### src/rtl/blur_pkg.sv
// Shared widths and the shift-and-saturate helper for the blur result packer.
package blur_pkg;

  localparam int RESULT_W    = 32;
  localparam int PIX_W       = 8;
  localparam int PACK_W      = 32;
  localparam int FRAME_CNT_W = 16;

  // Logical right shift, then clamp anything above 8 bits to full white.
  function automatic logic [PIX_W-1:0] sat_shift(
    input logic [RESULT_W-1:0] data,
    input int unsigned         shift
  );
    logic [RESULT_W-1:0] shifted;
    shifted = data >> shift;
    if (shifted > RESULT_W'(255)) begin
      return '1;
    end
    return shifted[PIX_W-1:0];
  endfunction

endpackage

### src/rtl/blur_pix_sat.sv
// Combinational normalisation of one 32-bit blur result to an 8-bit pixel.
module blur_pix_sat
  import blur_pkg::*;
#(
  parameter int unsigned SHIFT = 4
) (
  input  logic [RESULT_W-1:0] data,
  output logic [PIX_W-1:0]    pix
);

  // Shift by the kernel normalisation and saturate to 0xFF.
  always_comb begin
    pix = sat_shift(data, SHIFT);
  end

endmodule

### src/rtl/blur_result_packer.sv
// Packs four normalised blur pixels per 32-bit word, tagging line and frame ends.
module blur_result_packer
  import blur_pkg::*;
#(
  parameter int unsigned SHIFT = 4,
  parameter int unsigned IMG_W = 256,
  parameter int unsigned IMG_H = 256
) (
  input  logic                   i_clk,
  input  logic                   i_rst,
  input  logic                   i_result_vld,
  input  logic [RESULT_W-1:0]    i_result_data,
  output logic                   i_result_busy,
  output logic                   o_pack_vld,
  output logic [PACK_W-1:0]      o_pack_data,
  output logic                   o_pack_eol,
  output logic                   o_pack_last,
  input  logic                   o_pack_busy,
  output logic [FRAME_CNT_W-1:0] o_frame_cnt
);

  localparam int COL_W = (IMG_W > 1) ? $clog2(IMG_W) : 1;
  localparam int ROW_W = (IMG_H > 1) ? $clog2(IMG_H) : 1;
  localparam logic [COL_W-1:0] COL_LAST = COL_W'(IMG_W - 1);
  localparam logic [ROW_W-1:0] ROW_LAST = ROW_W'(IMG_H - 1);

  logic [PIX_W-1:0]   pix;
  logic [3*PIX_W-1:0] acc;
  logic [1:0]         byte_cnt;
  logic [COL_W-1:0]   col;
  logic [ROW_W-1:0]   row;
  logic               in_xfer;
  logic               out_xfer;
  logic               word_done;
  logic               at_eol;
  logic               at_last;

  blur_pix_sat #(.SHIFT(SHIFT)) u_pix_sat (
    .data (i_result_data),
    .pix  (pix)
  );

  // Busy depends on registered state only, so a drain costs one bubble
  // cycle instead of a combinational path from o_pack_busy.
  assign i_result_busy = (byte_cnt == 2'd3) && o_pack_vld;
  assign in_xfer       = i_result_vld && !i_result_busy;
  assign out_xfer      = o_pack_vld && !o_pack_busy;
  assign word_done     = in_xfer && (byte_cnt == 2'd3);
  assign at_eol        = (col == COL_LAST);
  assign at_last       = at_eol && (row == ROW_LAST);

  // Collect the first three pixels of a word; the fourth goes straight out.
  always_ff @(posedge i_clk or posedge i_rst) begin
    if (i_rst) begin
      acc      <= '0;
      byte_cnt <= '0;
    end else if (in_xfer) begin
      if (byte_cnt != 2'd3) begin
        acc[byte_cnt*PIX_W +: PIX_W] <= pix;
      end
      byte_cnt <= byte_cnt + 2'd1;
    end
  end

  // Track pixel position within the frame and count completed frames.
  always_ff @(posedge i_clk or posedge i_rst) begin
    if (i_rst) begin
      col         <= '0;
      row         <= '0;
      o_frame_cnt <= '0;
    end else if (in_xfer) begin
      if (at_eol) begin
        col <= '0;
        if (at_last) begin
          row         <= '0;
          o_frame_cnt <= o_frame_cnt + 1'b1;
        end else begin
          row <= row + 1'b1;
        end
      end else begin
        col <= col + 1'b1;
      end
    end
  end

  // Output word register; a word can only complete while the register is
  // free (busy blocks the fourth pixel otherwise), so load has priority.
  always_ff @(posedge i_clk or posedge i_rst) begin
    if (i_rst) begin
      o_pack_vld  <= 1'b0;
      o_pack_data <= '0;
      o_pack_eol  <= 1'b0;
      o_pack_last <= 1'b0;
    end else if (word_done) begin
      o_pack_vld  <= 1'b1;
      o_pack_data <= {pix, acc};
      o_pack_eol  <= at_eol;
      o_pack_last <= at_last;
    end else if (out_xfer) begin
      o_pack_vld <= 1'b0;
    end
  end

endmodule
### config.mk
export PLATFORM = sky130hd
export DESIGN_NAME = blur_result_packer
export DESIGN_NICKNAME = d
export VERILOG_FILES = /design/src/rtl/blur_pkg.sv /design/src/rtl/blur_pix_sat.sv /design/src/rtl/blur_result_packer.sv
export SDC_FILE = /design/constraint.sdc
export NUM_CORES = 1
export LEC_CHECK = 0
export BUFFER_PORTS_ARGS = -buffer_cell sky130_fd_sc_hd__buf_2
export CAP_MARGIN = 30
export CORE_UTILIZATION = 54
export DETAILED_ROUTE_END_ITERATION = 7
export PLACE_DENSITY = 0.8
export SYNTH_ARGS = -nofsm -noshare
export SYNTH_HDL_FRONTEND = slang
export SYNTH_SLANG_ARGS = --single-unit
### constraint.sdc
create_clock -name i_clk -period 3.5 [get_ports i_clk]
set_clock_uncertainty 0.1 [all_clocks]
set_input_delay 0.175 -clock i_clk [delete_from_list [all_inputs] [get_ports i_clk]]
set_output_delay 0.175 -clock i_clk [all_outputs]
set_load 0.02 [all_outputs]
==> impl_metrics.csv <==
group,metric,value,unit
run_status,status,"finished clean",
layout,layout_commonest_cell,"dfrtp_1",
power,power_frac_clock,0.209,
drt,routed_wl,7.44,mm
sta,fmax,409,MHz
power,max-vdd-ir-drop,0.357,mV
setup_path,r2r_end,"o_pack_data[14]",
die,io_pins,88,
setup_path,rrSetupSlack,1.06,ns
setup_path,r2r_cells,6,
worst_hold_path,hp-class,"input port to flop",
layout,antenna_cells,0,
die,die_h,87.2,um
clocking,clk_pin_slew,0.09,ns
power,powerDensity,669,nW/um^2
global_routing,antenna_found_initial,0,
synth,synthCells,288,
power,comb_power_share,0.300,
global_routing,grt_pass1_vias,2585,
drt,drt_iter0_drc,93,
synth,syn-mean-instance-area,13.6,um^2
die,fp-row-count,30,
setup_path,cp_data_required_time,3.63,ns
worst_hold_path,min_path_cells,3,
layout,finalNetCount,427,
setup_path,path_max_fanout,25,
placed_design,gp_congestion,0.725,
drt,viasPerCell,5.45,
sta,setup_viol,0,
sta,fin_setup_tns,0,ns
layout,fillers,552,
sta,final_hold_viol_count,0,
drt,route.vias.total,2636,
synth,ys_seq_area_frac,0.593,
clocking,clock_latency,0.35,ns
synth,synth_cell_types,33,
layout,finalNonFillerCells,484,
setup_path,criticalPathCategory,"flop to flop",
synth,yosys_warnings,0,
sta,drv_slew,0,
setup_path,arrival,2.57,ns
power,swShare,0.342,
sta,worst_slack,1.06,ns
layout,final_area,4670,um^2
placed_design,hpwl,5.36,mm
die,initial_core_util,0.568,
drt,drt_pass1_iterations,4,
synth,synth-seq-cells,93,
placed_design,io_buffers,83,
sta,slew_headroom,0.440,
worst_hold_path,whs_endpoint,"acc[21]",
setup_path,reg2reg_from,"byte_cnt[0]",
run,cap_violations,0,
clocking,cts_inserted_buffers,9,
clocking,htreeDepth,3,
global_routing,track_usage,0.217,
sta,fin_crit,2.44,ns
global_routing,grt_max_degree,46,
die,design.core.area,6910,um^2
global_routing,grt-busiest-layer,"met2",
power,switching_power,1.07,mW
placed_design,dpl.cell_count,466,
placed_design,place_area,4470,um^2
worst_hold_path,worstHoldStart,"i_result_data[9]",
setup_path,start_kind,"flop",
clocking,cts.sinks,93,
global_routing,use_met1,0.298,
clocking,clockBufferDepth,2,
clocking,cts_tree,"done",
drt,drc,0,
drt,routedWlPerCell,15.4,um
global_routing,grt_first_pass_wirelength,12.3,mm
drt,postRouteAntennaNets,0,
global_routing,grtUsageMet2,0.339,
power,p_leak,2.36,nW
clocking,cts_root_buffer,"clkbuf_8",
sta,rsz0062_at_grt,"false",
die,die_area,7610,um^2
power,p_seq_frac,0.491,
placed_design,detailedPlace.worstSlack,1.03,ns
die,die_w,87.2,um
layout,area_delta_synth_final,19.0,%
sta,worstMarginPinSlew,0.838,ns
global_routing,use_met3,0.0408,
clocking,post_cts_buffers,0,
layout,final_layout_size_suffix_gt1_frac,0.410,
global_routing,grt_overflow,0,
power,p_int,2.06,mW
layout,mostFrequentLayoutCells,"93 x dfrtp_1, 83 x buf_2, 34 x mux2_2, 26 x a22o_1",
synth,syn_area,3920,um^2
setup_path,end_kind,"flop",
sta,fin_crit_sh,0.698,
synth,synthesis.nets,332,
## flip-flops by register name (all words and copies together) (netlist names)
signal,cells
o_pack_eol,1
o_pack_vld,1
row,8
o_pack_data,32
byte_cnt,2
acc,24
col,8
o_pack_last,1
o_frame_cnt,16
## final cells by class
type | instances | area, um^2 | area share
flip-flops and latches | 93 | 2330 | 0.498
multi-input cells | 186 | 1560 | 0.334
repair buffers | 89 | 465 | 0.0997
clock buffers | 10 | 138 | 0.0295
well taps | 96 | 120 | 0.0257
clock inverters | 6 | 45.0 | 0.00965
inverters | 4 | 16.3 | 0.00348
## cells in the mapped netlist
cell	number	share of area
and2_1	2	0.0032
a21boi_2	1	0.0029
a22o_1	26	0.058
and2b_1	1	0.0019
o21ai_0	7	0.0089
nand3_4	1	0.0045
nor2_1	5	0.0048
nand2_1	17	0.016
mux2_2	34	0.098
o31ai_1	1	0.0019
xnor2_1	17	0.038
inv_1	4	0.0038
o211ai_1	1	0.0019
nand3_1	8	0.010
nand2_2	3	0.0048
a21oi_1	2	0.0026
buf_2	4	0.0051
dfrtp_1	93	0.59
and4_1	2	0.0045
xor2_1	8	0.018
nor4_1	5	0.0080
clkbuf_1	1	0.00096
nand4_4	1	0.0054
nor4b_4	2	0.012
nand4_1	9	0.014
nor3_4	2	0.0083
nor4b_2	1	0.0038
ha_1	8	0.026
nand3b_1	1	0.0019
and4_4	2	0.0057
mux2i_1	2	0.0051
or2_2	8	0.013
and3_1	9	0.014
## worst max path at each step
stage                     start               to  slack, ns
global route        byte_cnt[0]  o_pack_data[14]       0.91
global placement    byte_cnt[0]  o_pack_data[27]       1.04
detailed placement  byte_cnt[0]  o_pack_data[14]       1.03
floorplan                 i_rst           acc[0]       0.80
finish              byte_cnt[0]  o_pack_data[14]       1.06
CTS                 byte_cnt[0]  o_pack_data[14]        1.0
## per-stage QoR
| stage | utilization | hold WS [ns] | total power, mW |
|---|---|---|---|
| after floorplan | - | 0.193 | 2.19 |
| after global placement | 0.647 | 0.211 | 2.44 |
| after detailed placement | 0.647 | 0.220 | 2.50 |
| after CTS | 0.676 | 0.0658 | 3.15 |
| after global routing | 0.676 | 0.0713 | 3.30 |
| final | 0.676 | 0.0737 | 3.12 |
## critical path: stages (launching register included)
cell and delay [ns]:
dfrtp_1 0.47, ha_1 0.33, a21boi_2 0.08, buf_4 0.19, nand2_1 0.36, buf_4 0.40, mux2_2 0.39
## routing by layer
| layer | wire length, um | vias up | share of wire |
|---|---|---|---|
| li1 | - | 1233 | - |
| met5 | 0 | - | 0 |
| met3 | 295 | 11 | 0.040 |
| met1 | 3430 | 1319 | 0.46 |
| met4 | 143 | 0 | 0.019 |
| met2 | 3570 | 73 | 0.48 |
## power by group through the flow
stage / Combinational [mW] / Sequential [mW] / Clock (mW)
5_1_grt: 1.02 / 1.57 / 0.716
3_3_place_gp: 0.906 / 1.54 / 0
6_report: 0.936 / 1.53 / 0.654
2_1_floorplan: 0.502 / 1.69 / 0
4_1_cts: 0.950 / 1.54 / 0.665
3_5_place_dp: 0.943 / 1.56 / 0
## logic make-up after synthesis
logic type	count (synthesis)	share of synthesized area
xor gates and xnor gates	25	0.0558
DFF	93	0.593
adders and majority gates	8	0.0255
and+or+nand+nor	79	0.137
AOI/OAI and AO/OA	38	0.0762
muxes	36	0.103
buffers and inverters	9	0.00988
## repair_timing
item	4_1_cts	5_1_grt
hold endpoints to repair	44	0
hold buffers	2	0
resized for setup	0	0
Note: power is estimated with default switching activity, not from simulation.
